`src/rtl/tomasulo_rob_commit_pkg.sv`:
```
// rtl/tomasulo_rob_commit_pkg.sv - shared ROB constants, opcodes and entry type
package tomasulo_pkg;

  localparam int ROB_DEPTH = 8;
  localparam int ROB_TAG_W = 3;
  localparam int DATA_W    = 16;

  localparam logic [3:0] OP_ADD   = 4'd0;
  localparam logic [3:0] OP_SUB   = 4'd1;
  localparam logic [3:0] OP_MUL   = 4'd2;
  localparam logic [3:0] OP_DIV   = 4'd3;
  localparam logic [3:0] OP_LOAD  = 4'd4;
  localparam logic [3:0] OP_STORE = 4'd5;
  localparam logic [3:0] OP_BEQ   = 4'd6;
  localparam logic [3:0] OP_BNEQ  = 4'd7;

  typedef struct packed {
    logic              busy;
    logic              ready;
    logic [3:0]        func;
    logic [3:0]        rd;
    logic [3:0]        pc;
    logic [DATA_W-1:0] data;
  } rob_entry_t;

  function automatic logic is_branch(input logic [3:0] func);
    return (func == OP_BEQ) || (func == OP_BNEQ);
  endfunction

endpackage

```
`src/rtl/tomasulo_rob_commit_if.sv`:
```
// rtl/tomasulo_rob_commit_if.sv - issue/CDB/commit bundle; ROB_FORWARD_EN adds operand forwarding
interface tomasulo_rob_commit_if;
  import tomasulo_pkg::*;

  logic                 alloc_valid;
  logic [3:0]           alloc_func;
  logic [3:0]           alloc_rd;
  logic [3:0]           alloc_pc;
  logic                 alloc_ready;
  logic [ROB_TAG_W-1:0] alloc_tag;

  logic                 cdb_valid;
  logic [ROB_TAG_W-1:0] cdb_tag;
  logic [DATA_W-1:0]    cdb_data;

  logic                 commit_valid;
  logic [ROB_TAG_W-1:0] commit_tag;
  logic [3:0]           commit_rd;
  logic [DATA_W-1:0]    commit_data;
  logic                 commit_store;
  logic                 flush_valid;
  logic [3:0]           flush_pc;
  logic [ROB_TAG_W:0]   rob_count;

`ifdef ROB_FORWARD_EN
  logic [0:1][ROB_TAG_W-1:0] src_tag;
  logic [0:1]                src_ready;
  logic [0:1][DATA_W-1:0]    src_data;
`endif

  modport master (
    output alloc_valid, alloc_func, alloc_rd, alloc_pc, cdb_valid, cdb_tag, cdb_data,
    input  alloc_ready, alloc_tag, commit_valid, commit_tag, commit_rd, commit_data,
           commit_store, flush_valid, flush_pc, rob_count
`ifdef ROB_FORWARD_EN
    , output src_tag, input src_ready, src_data
`endif
  );

  modport slave (
    input  alloc_valid, alloc_func, alloc_rd, alloc_pc, cdb_valid, cdb_tag, cdb_data,
    output alloc_ready, alloc_tag, commit_valid, commit_tag, commit_rd, commit_data,
           commit_store, flush_valid, flush_pc, rob_count
`ifdef ROB_FORWARD_EN
    , input src_tag, output src_ready, src_data
`endif
  );

endinterface

```
`src/rtl/tomasulo_rob_commit.sv`:
```
// rtl/tomasulo_rob_commit.sv - reorder buffer with in-order commit and mispredict flush (ROB_FORWARD_EN optional)
module tomasulo_rob_commit
  import tomasulo_pkg::*;
(
  input logic                  clk1,
  input logic                  rst_n,
  tomasulo_rob_commit_if.slave rob_if
);

  localparam int TAG_W = ROB_TAG_W;
  localparam logic [TAG_W-1:0] PTR_ONE  = TAG_W'(1);
  localparam logic [TAG_W:0]   CNT_ONE  = (TAG_W+1)'(1);
  localparam logic [TAG_W:0]   CNT_FULL = (TAG_W+1)'(ROB_DEPTH);

  rob_entry_t        rob_q [ROB_DEPTH];
  rob_entry_t        rob_d [ROB_DEPTH];
  logic [TAG_W-1:0]  head_q, head_d, tail_q, tail_d;
  logic [TAG_W:0]    count_q, count_d;

  logic              commit_valid_q, commit_store_q, flush_valid_q;
  logic [TAG_W-1:0]  commit_tag_q;
  logic [3:0]        commit_rd_q, flush_pc_q;
  logic [DATA_W-1:0] commit_data_q;

  rob_entry_t        head_e;
  logic              alloc_ready, do_commit, do_flush, do_alloc, do_cdb;

  assign head_e      = rob_q[head_q];
  // Readiness looks only at registered occupancy, so a full ROB never admits
  // an allocation even when the head retires in the same cycle.
  assign alloc_ready = (count_q < CNT_FULL);
  assign do_commit   = (count_q != '0) && head_e.busy && head_e.ready;
  assign do_flush    = do_commit && is_branch(head_e.func) && head_e.data[0];
  assign do_alloc    = rob_if.alloc_valid && alloc_ready && !do_flush;
  assign do_cdb      = rob_if.cdb_valid && rob_q[rob_if.cdb_tag].busy && !do_flush;

  always_comb begin
    rob_d   = rob_q;
    head_d  = head_q;
    tail_d  = tail_q;
    count_d = count_q;
    if (do_flush) begin
      for (int i = 0; i < ROB_DEPTH; i++) rob_d[i] = '0;
      head_d  = '0;
      tail_d  = '0;
      count_d = '0;
    end else begin
      if (do_cdb) begin
        rob_d[rob_if.cdb_tag].data  = rob_if.cdb_data;
        rob_d[rob_if.cdb_tag].ready = 1'b1;
      end
      if (do_commit) begin
        rob_d[head_q].busy  = 1'b0;
        rob_d[head_q].ready = 1'b0;
        head_d = head_q + PTR_ONE;
      end
      if (do_alloc) begin
        rob_d[tail_q] = '{busy: 1'b1, ready: 1'b0, func: rob_if.alloc_func,
                          rd: rob_if.alloc_rd, pc: rob_if.alloc_pc, data: '0};
        tail_d = tail_q + PTR_ONE;
      end
      unique case ({do_alloc, do_commit})
        2'b10:   count_d = count_q + CNT_ONE;
        2'b01:   count_d = count_q - CNT_ONE;
        default: count_d = count_q;
      endcase
    end
  end

  always_ff @(posedge clk1 or negedge rst_n) begin
    if (!rst_n) begin
      for (int i = 0; i < ROB_DEPTH; i++) rob_q[i] <= '0;
      head_q  <= '0;
      tail_q  <= '0;
      count_q <= '0;
    end else begin
      rob_q   <= rob_d;
      head_q  <= head_d;
      tail_q  <= tail_d;
      count_q <= count_d;
    end
  end

  always_ff @(posedge clk1 or negedge rst_n) begin
    if (!rst_n) begin
      commit_valid_q <= 1'b0;
      commit_tag_q   <= '0;
      commit_rd_q    <= '0;
      commit_data_q  <= '0;
      commit_store_q <= 1'b0;
      flush_valid_q  <= 1'b0;
      flush_pc_q     <= '0;
    end else begin
      commit_valid_q <= do_commit;
      commit_tag_q   <= do_commit ? head_q : '0;
      commit_rd_q    <= do_commit ? head_e.rd : '0;
      commit_data_q  <= do_commit ? head_e.data : '0;
      commit_store_q <= do_commit && (head_e.func == OP_STORE);
      flush_valid_q  <= do_flush;
      // Branch target is pc + immediate carried in rd, wrapping in 4 bits.
      flush_pc_q     <= do_flush ? (head_e.pc + head_e.rd) : '0;
    end
  end

  assign rob_if.alloc_ready  = alloc_ready;
  assign rob_if.alloc_tag    = tail_q;
  assign rob_if.rob_count    = count_q;
  assign rob_if.commit_valid = commit_valid_q;
  assign rob_if.commit_tag   = commit_tag_q;
  assign rob_if.commit_rd    = commit_rd_q;
  assign rob_if.commit_data  = commit_data_q;
  assign rob_if.commit_store = commit_store_q;
  assign rob_if.flush_valid  = flush_valid_q;
  assign rob_if.flush_pc     = flush_pc_q;

`ifdef ROB_FORWARD_EN
  // A same-cycle CDB broadcast wins over the stored entry so issue never misses it.
  always_comb begin
    rob_if.src_ready = '0;
    rob_if.src_data  = '0;
    for (int i = 0; i < 2; i++) begin
      if (rob_if.cdb_valid && (rob_if.cdb_tag == rob_if.src_tag[i])) begin
        rob_if.src_ready[i] = 1'b1;
        rob_if.src_data[i]  = rob_if.cdb_data;
      end else begin
        rob_if.src_ready[i] = rob_q[rob_if.src_tag[i]].busy & rob_q[rob_if.src_tag[i]].ready;
        rob_if.src_data[i]  = rob_q[rob_if.src_tag[i]].data;
      end
    end
  end
`endif

endmodule

```
`src/flat_wrapper.sv`:
```
// flat-port wrapper written by rule: the top's interface ports become plain ports
module tomasulo_rob_commit_flat import tomasulo_pkg::*;
  (clk1, rst_n, rob_if_alloc_valid, rob_if_alloc_func, rob_if_alloc_rd, rob_if_alloc_pc, rob_if_cdb_valid, rob_if_cdb_tag, rob_if_cdb_data, rob_if_alloc_ready, rob_if_alloc_tag, rob_if_commit_valid, rob_if_commit_tag, rob_if_commit_rd, rob_if_commit_data, rob_if_commit_store, rob_if_flush_valid, rob_if_flush_pc, rob_if_rob_count);
  tomasulo_rob_commit_if rob_if_i ();
  input logic clk1;
  input logic rst_n;
  input wire logic [$bits(rob_if_i.alloc_valid)-1:0] rob_if_alloc_valid;
  input wire logic [$bits(rob_if_i.alloc_func)-1:0] rob_if_alloc_func;
  input wire logic [$bits(rob_if_i.alloc_rd)-1:0] rob_if_alloc_rd;
  input wire logic [$bits(rob_if_i.alloc_pc)-1:0] rob_if_alloc_pc;
  input wire logic [$bits(rob_if_i.cdb_valid)-1:0] rob_if_cdb_valid;
  input wire logic [$bits(rob_if_i.cdb_tag)-1:0] rob_if_cdb_tag;
  input wire logic [$bits(rob_if_i.cdb_data)-1:0] rob_if_cdb_data;
  output wire logic [$bits(rob_if_i.alloc_ready)-1:0] rob_if_alloc_ready;
  output wire logic [$bits(rob_if_i.alloc_tag)-1:0] rob_if_alloc_tag;
  output wire logic [$bits(rob_if_i.commit_valid)-1:0] rob_if_commit_valid;
  output wire logic [$bits(rob_if_i.commit_tag)-1:0] rob_if_commit_tag;
  output wire logic [$bits(rob_if_i.commit_rd)-1:0] rob_if_commit_rd;
  output wire logic [$bits(rob_if_i.commit_data)-1:0] rob_if_commit_data;
  output wire logic [$bits(rob_if_i.commit_store)-1:0] rob_if_commit_store;
  output wire logic [$bits(rob_if_i.flush_valid)-1:0] rob_if_flush_valid;
  output wire logic [$bits(rob_if_i.flush_pc)-1:0] rob_if_flush_pc;
  output wire logic [$bits(rob_if_i.rob_count)-1:0] rob_if_rob_count;
  assign rob_if_i.alloc_valid = rob_if_alloc_valid;
  assign rob_if_i.alloc_func = rob_if_alloc_func;
  assign rob_if_i.alloc_rd = rob_if_alloc_rd;
  assign rob_if_i.alloc_pc = rob_if_alloc_pc;
  assign rob_if_i.cdb_valid = rob_if_cdb_valid;
  assign rob_if_i.cdb_tag = rob_if_cdb_tag;
  assign rob_if_i.cdb_data = rob_if_cdb_data;
  assign rob_if_alloc_ready = rob_if_i.alloc_ready;
  assign rob_if_alloc_tag = rob_if_i.alloc_tag;
  assign rob_if_commit_valid = rob_if_i.commit_valid;
  assign rob_if_commit_tag = rob_if_i.commit_tag;
  assign rob_if_commit_rd = rob_if_i.commit_rd;
  assign rob_if_commit_data = rob_if_i.commit_data;
  assign rob_if_commit_store = rob_if_i.commit_store;
  assign rob_if_flush_valid = rob_if_i.flush_valid;
  assign rob_if_flush_pc = rob_if_i.flush_pc;
  assign rob_if_rob_count = rob_if_i.rob_count;
  tomasulo_rob_commit u_core (.clk1(clk1), .rst_n(rst_n), .rob_if(rob_if_i));
endmodule
```
`config.mk`:
```
export PLATFORM = sky130hd
export DESIGN_NAME = tomasulo_rob_commit_flat
export DESIGN_NICKNAME = d
export VERILOG_FILES = /design/src/rtl/tomasulo_rob_commit_pkg.sv /design/src/rtl/tomasulo_rob_commit_if.sv /design/src/rtl/tomasulo_rob_commit.sv /design/src/flat_wrapper.sv
export SDC_FILE = /design/constraint.sdc
export NUM_CORES = 1
export LEC_CHECK = 0
export ABC_CLOCK_PERIOD_IN_PS = 4300
export BUFFER_PORTS_ARGS = -buffer_cell sky130_fd_sc_hd__buf_2
export CAP_MARGIN = 40
export CORE_MARGIN = 2
export CORE_UTILIZATION = 25
export DETAILED_ROUTE_END_ITERATION = 10
export GPL_TIMING_DRIVEN = 0
export SLEW_MARGIN = 10
export SYNTH_ARGS = -nofsm -noshare
export SYNTH_HDL_FRONTEND = slang
export SYNTH_SLANG_ARGS = --single-unit
export TNS_END_PERCENT = 50
```
`constraint.sdc`:
```
create_clock -name clk1 -period 4.3 [get_ports clk1]
set_input_delay 0.215 -clock clk1 [delete_from_list [all_inputs] [get_ports clk1]]
set_output_delay 0.215 -clock clk1 [all_outputs]
set_load 0.01 [all_outputs]
```
# After elaboration in Yosys (flattened, before gate mapping)

Cells that the tools add are included.

Register bits after elaboration: 280
Input bits: 35
Word-level logic and storage cells: 133

Add/sub/neg operators: 5
$lt $le $gt $ge: 7
Equal/unequal tests: 5
Mux-type cells: 37
Bitwise operators: 3
Reductions and logical operators: 18

Operators with widths:

| cell                | count |
|---|---|
| $mux 240            | 6 |
| $bwmux 240          | 5 |
| $demux 30 s3        | 5 |
| $bmux 30 s3         | 2 |
| $mux 30             | 6 |
| $mux 29             | 2 |
| $mux 16             | 2 |
| $mux 3              | 5 |
| $eq 4x3->1 const B  | 3 |
| $ge 4x4->1 const B  | 3 |
| $logic_and 1x1->1   | 12 |
| $lt 4x1->1 const B  | 3 |
| $mux 4              | 3 |
| $not 3->4           | 3 |
| $pmux 4 s2          | 1 |
| $add 3x1->3 const B | 2 |
| $add 4x1->4 const B | 1 |
| $add 4x4->4         | 1 |
| $lt 4x4->1 const B  | 1 |
| $reduce_bool 2->1   | 2 |
| $reduce_bool 4->1   | 1 |
| $sub 4x1->4 const B | 1 |
| $reduce_bool 3->1   | 1 |
| $eq 2x1->1 const B  | 1 |
| other kinds (3)     | 3 |

# Depth between registers and ports, before layout

Depth in word-level cells: 19
Gate-level depth with buffers: 16
Depth with buffers taken out: 12

# Worst setup path after synthesis

Ideal clock, no wire load.

Kind: reg-to-reg
Start point: register u_core.head_q[1]
End point: register u_core.flush_pc_q[3] (netlist: u_core.rob_if.flush_pc[3])
Library setup time: 0.119 ns
Arrival time: 3.022 ns
Required time: 4.181 ns
Slack: 1.159 ns
Stages on the path, launching flop included: 14
Path buffers: 4
Clock period less this slack: 3.141 ns
Path through: dfrtp_1 -> buf_6 -> buf_4 -> buf_2 -> buf_1 -> mux4_2 -> mux2i_1 -> inv_1 -> ha_1 -> a21o_1 -> a21oi_1 -> xnor2_1 -> xnor2_1 -> and2_1

Longest elaborated chain between the ends: 9

Ends and longest elaborated chain:

| element                                             | line                       | text |
|---|---|---|
| from (decl)                                         | tomasulo_rob_commit.sv:17  | `logic [TAG_W-1:0] head_q, head_d, tail_q, tail_d;` |
| from (signal assigned)                              | tomasulo_rob_commit.sv:73  | `head_q <= '0;` |
| from (signal assigned)                              | tomasulo_rob_commit.sv:78  | `head_q <= head_d;` |
| $not 3->4 (not written as such) (*)                 | tomasulo_rob_commit.sv:28  | `assign head_e = rob_q[head_q];` |
| $bmux 30 s3 (*)                                     | tomasulo_rob_commit.sv:28  |  |
| $mux 30 (not written as such) (*) (2 in a row)      | tomasulo_rob_commit.sv:28  |  |
| branches (longest 4 deep; another with $add 4x4->4) | --                         |  |
| $mux 4 (*)                                          | tomasulo_rob_commit.sv:101 | `flush_pc_q <= do_flush ? (head_e.pc + head_e.rd) : '0;` |
| to (signal assigned)                                | tomasulo_rob_commit.sv:101 |  |
| to (decl)                                           | tomasulo_rob_commit.sv:22  | `logic [3:0] commit_rd_q, flush_pc_q;` |

Mark *: on every way between the ends. The select of a mux whose other input is x is not followed.
A chain may end at the register's enable or synchronous reset.

# Worst setup path in the final report

Start point: register u_core.head_q[2]
End point: register u_core.flush_pc_q[3] (netlist: u_core.rob_if.flush_pc[3])

The elaborated chain is that of the path after synthesis.

==> results by group <==
Floorplanning
  – Number of primary I/O pins: 73
  – Floorplan die height: 234 um
  – Number of rows created at floorplan: 84
  – Area inside the core boundary: 52600 um2
  – Initial standard-cell utilization of the core: 25.2%
  – Die footprint: 54900 um2
  – Die X-Extent: 234 um

Power and ir drop
  – Total leakage power: 6.81 nW
  – Peak supply drop: 0.356 mV
  – Power per standard cell area: between 700 and 800 nW/um2

Routing
  – Detailed-router iteration count before antenna repair: 5
  – Per-cell via count in the routed design: 4.89
  – Post-detailed-route count of antenna-violating nets: 0
  – Routed WL per cell: 18.9 um
  – Residual DRC count: 0
  – Total via count in the routed design: 11.1k
  – Number of violations reported at the end of detailed-routing iteration 0: roughly 1.2k
  – Sum of routed wire length over all layers: 42.9 mm

Outcome
  – Status: completed

CTS
  – Clk root buf: sky130_fd_sc_hd__clkbuf_16
  – Later-pin clock latency in the skew report: between 0.5 and 0.6 ns
  – Clock buffers created by TritonCTS: 31
  – TritonCTS clock tree: yes
  – Post CTS Setup Buffer Count: 0
  – Sinks on the clock net: 280
  – Largest buffer count on any clock path: 3
  – Clock transition at the register clock pins on the worst setup and hold paths after CTS: 0.06 ns
  – Depth of the CTS H-tree: 1

Timing
  – Setup repair after global routing missed its margin: no
  – Final Hold Vio Count: 0
  – Setup slack after layout: 0.238 ns
  – Worst slew pin tran: 0.887 ns
  – Maximum clock frequency: between 0.2 and 0.25 GHz
  – Max-slew headroom: 40.3%
  – Max Transition Viols Final: 0
  – # setup viols final: 0
  – Worst-case clock skew: 0.0163 ns
  – Post-route clock period utilization: 94.5%
  – Final Hold Slack: 0.0122 ns
  – Final Critical Period: 4.06 ns

Yosys
  – Syn Nets: 1510
  – Share of async-settable or async-resettable flops after synthesis: 100%
  – Share of synthesized cell area in and, or, nand and nor gates: 18.8%
  – Mapped Area: 13300 um2
  – Compound-gate portion of the synthesized area: roughly 15%
  – Top cell type's share of synthesized area: 52.8%
  – Average instance area after synthesis: roughly 9 um2
  – Largest area contributor in the synthesized netlist: sky130_fd_sc_hd__dfrtp_1
  – Xor/xnor cell area share of the yosys netlist: less than 1%
  – Combinational family with the most area after synthesis: simple AND/OR/NAND/NOR gates
  – Post-synthesis cell type count: 57
  – Cells taking the most area after synthesis: sky130_fd_sc_hd__dfrtp_1, sky130_fd_sc_hd__nand2_1, sky130_fd_sc_hd__a21oi_1
  – Adder-Cell Fraction of Synth Area: 0.811%
  – Count of flip-flops with a built-in enable after synthesis: 0
  – Proportion of synthesized area in mux cells: 7.44%
  – Yosys Warn Count: 0
  – Sequential cell area fraction in the yosys report: 52.8%
  – Most common flop cell mapped by yosys: sky130_fd_sc_hd__dfrtp_1
  – Mapped Cells: approximately 1.5k
  – Number of flip-flops and latches in the synthesized netlist: 280

Finish
  – Number of nets at the end of the flow: 1600
  – Leading cell type in the layout, fill and taps excluded: sky130_fd_sc_hd__nand2_1
  – Layout Cells excl Fill: around 2.3k
  – Proportion of layout cells with a drive suffix above 1: 12.2%
  – Final cell utilization of the core: between 20% and 30%
  – Synth-to-Final Area Change: 17.7%
  – FILL cells: 5487
  – Commonest cells after routing, fill and taps aside: sky130_fd_sc_hd__nand2_1, sky130_fd_sc_hd__dfrtp_1, sky130_fd_sc_hd__a21oi_1

Critical path
  – Worst EP arrival: 4.51 ns
  – Crit-path max FO: 10
  – Required time reported for the critical path endpoint: roughly 4.8 ns
  – Type of element capturing the critical path: flop
  – Kind of launch point of the worst setup path: flop
  – Worst setup path category: flop to flop

Place
  – Number of placed cells counting well taps: 2207
  – Minimum setup slack after placement: around 0.25 ns
  – HPWL after detailed placement: 30.9 mm
  – Input/output buffers: 44
  – Weighted congestion reported at the end of routability-driven placement: 0.882

Global routing
  – Vias in the first global route: 11.3k
  – Global-route wire length before repair: roughly 66 mm
  – Number of antenna violations at the first check in global routing: 1
  – Total overflow reported by the global router: 0
  – Pin count of the biggest net entering global routing: 90
  – Total routing resource utilization after global routing: 15.6%

Run
  – Number of max-capacitance violations reported: 0

Worst hold path
  – Classification of the worst-slack hold path: primary input to flop
## registers in the layout, indices dropped and copies added (netlist names)
signal and cells:
u_core.rob_if.commit_valid 1, u_core.rob_if.flush_pc 4, u_core.rob_if.alloc_tag 3, u_core.rob_if.rob_count 4
u_core.rob_if.commit_data 16, u_core.rob_if.commit_rd 4, u_core.rob_if.commit_tag 3, u_core.rob_if.flush_valid 1
u_core.head_q 3, u_core.rob_q 240, u_core.rob_if.commit_store 1
## power by group
part | internal, mW | total (mW) | switching, mW
Clock | 1.67 | 2.75 | 1.08
Sequential | 3.79 | 4.46 | 0.679
Combinational | 1.93 | 4.77 | 2.84
## worst max-delay path, cell delays in order, from the launching register on
cell,delay [ns]
sky130_fd_sc_hd__dfrtp_1,0.43
sky130_fd_sc_hd__buf_2,0.34
sky130_fd_sc_hd__buf_1,0.51
sky130_fd_sc_hd__clkbuf_1,0.67
sky130_fd_sc_hd__mux4_2,0.41
sky130_fd_sc_hd__mux2i_1,0.41
sky130_fd_sc_hd__inv_1,0.09
sky130_fd_sc_hd__ha_1,0.28
sky130_fd_sc_hd__a21o_1,0.17
sky130_fd_sc_hd__a21oi_1,0.19
sky130_fd_sc_hd__xnor2_1,0.10
sky130_fd_sc_hd__xnor2_1,0.14
sky130_fd_sc_hd__and2_1,0.19
## synth_stat cells (all sizes together) (4+ instances only)
master / count
nor2b: 6
ha: 7
nor2: 52
xnor2: 5
or3: 4
dfrtp: 280
inv: 9
and3: 6
buf: 78
clkbuf: 56
a221oi: 5
nand2b: 11
mux2i: 21
o22ai: 22
mux4: 23
nand3: 14
mux2: 23
nor3: 5
a22oi: 7
nand2: 497
a21oi: 245
o221ai: 17
xor2: 4
o21ai: 19
and2: 8
## worst paths after layout
check / startpoint / endpoint / slack [ns] / cells past startpoint
max: u_core.head_q[2] / u_core.rob_if.flush_pc[3] / 0.24 / 12
min reg2reg: u_core.rob_q[111] / u_core.rob_q[111] / 0.52 / 2
max reg2reg: u_core.head_q[2] / u_core.rob_if.flush_pc[3] / 0.24 / 12
min: rob_if_alloc_rd[1] / u_core.rob_q[171] / 0.01 / 3
max in group asynchronous: rst_n / u_core.rob_q[75] / 3.08 / 4
min in group asynchronous: rst_n / u_core.rob_q[202] / 0.18 / 2
## stage by stage
stage	TNS [ns]	cell area [um2]	power (mW)
3_5_place_dp	0	14500	9.20
5_1_grt	0	15600	12.7
3_3_place_gp	-617.29	14300	9.00
4_1_cts	0	15600	12.0
2_1_floorplan	0	13300	7.61
6_report	0	15600	12.0
## what timing repair did
item | 4_1_cts | 5_1_grt
setup endpoints to repair | 0 | 1
hold buffers | 5 | 0
hold endpoints to repair | 77 | 0
resized for setup | 0 | 2
## per-layer routing
layer | global-route usage, % | up-vias | wire [um] | share of wire [%]
met4 | 5.19 | 0 | 1430 | 3.3
met2 | 26.5 | 423 | 20900 | 49
met5 | 0 | - | 0 | 0
met1 | 20.3 | 5450 | 18000 | 42
met3 | 2.52 | 92 | 2630 | 6.1
li1 | - | 5118 | - | -
## cells by family after synthesis
group | after synthesis
and+or+nand+nor | 619
AOI/OAI and AO/OA | 340
DFF | 280
buffers and inverters | 144
muxes | 67
xor gates and xnor gates | 9
adders and majority gates | 8
## area by class of cell
type | instances | area [um2] | area share, %
sequential | 280 | 7010 | 44.9
multi-input combinational | 1043 | 5600 | 35.9
clock inverter | 3 | 68.8 | 0.441
timing repair buffer | 57 | 415 | 2.66
antenna | 1 | 2.50 | 0.0160
tap | 688 | 861 | 5.51
inverter | 10 | 37.5 | 0.240
clock buffer | 50 | 987 | 6.32
buffer | 134 | 632 | 4.05
(Power assumes the default switching activity.)
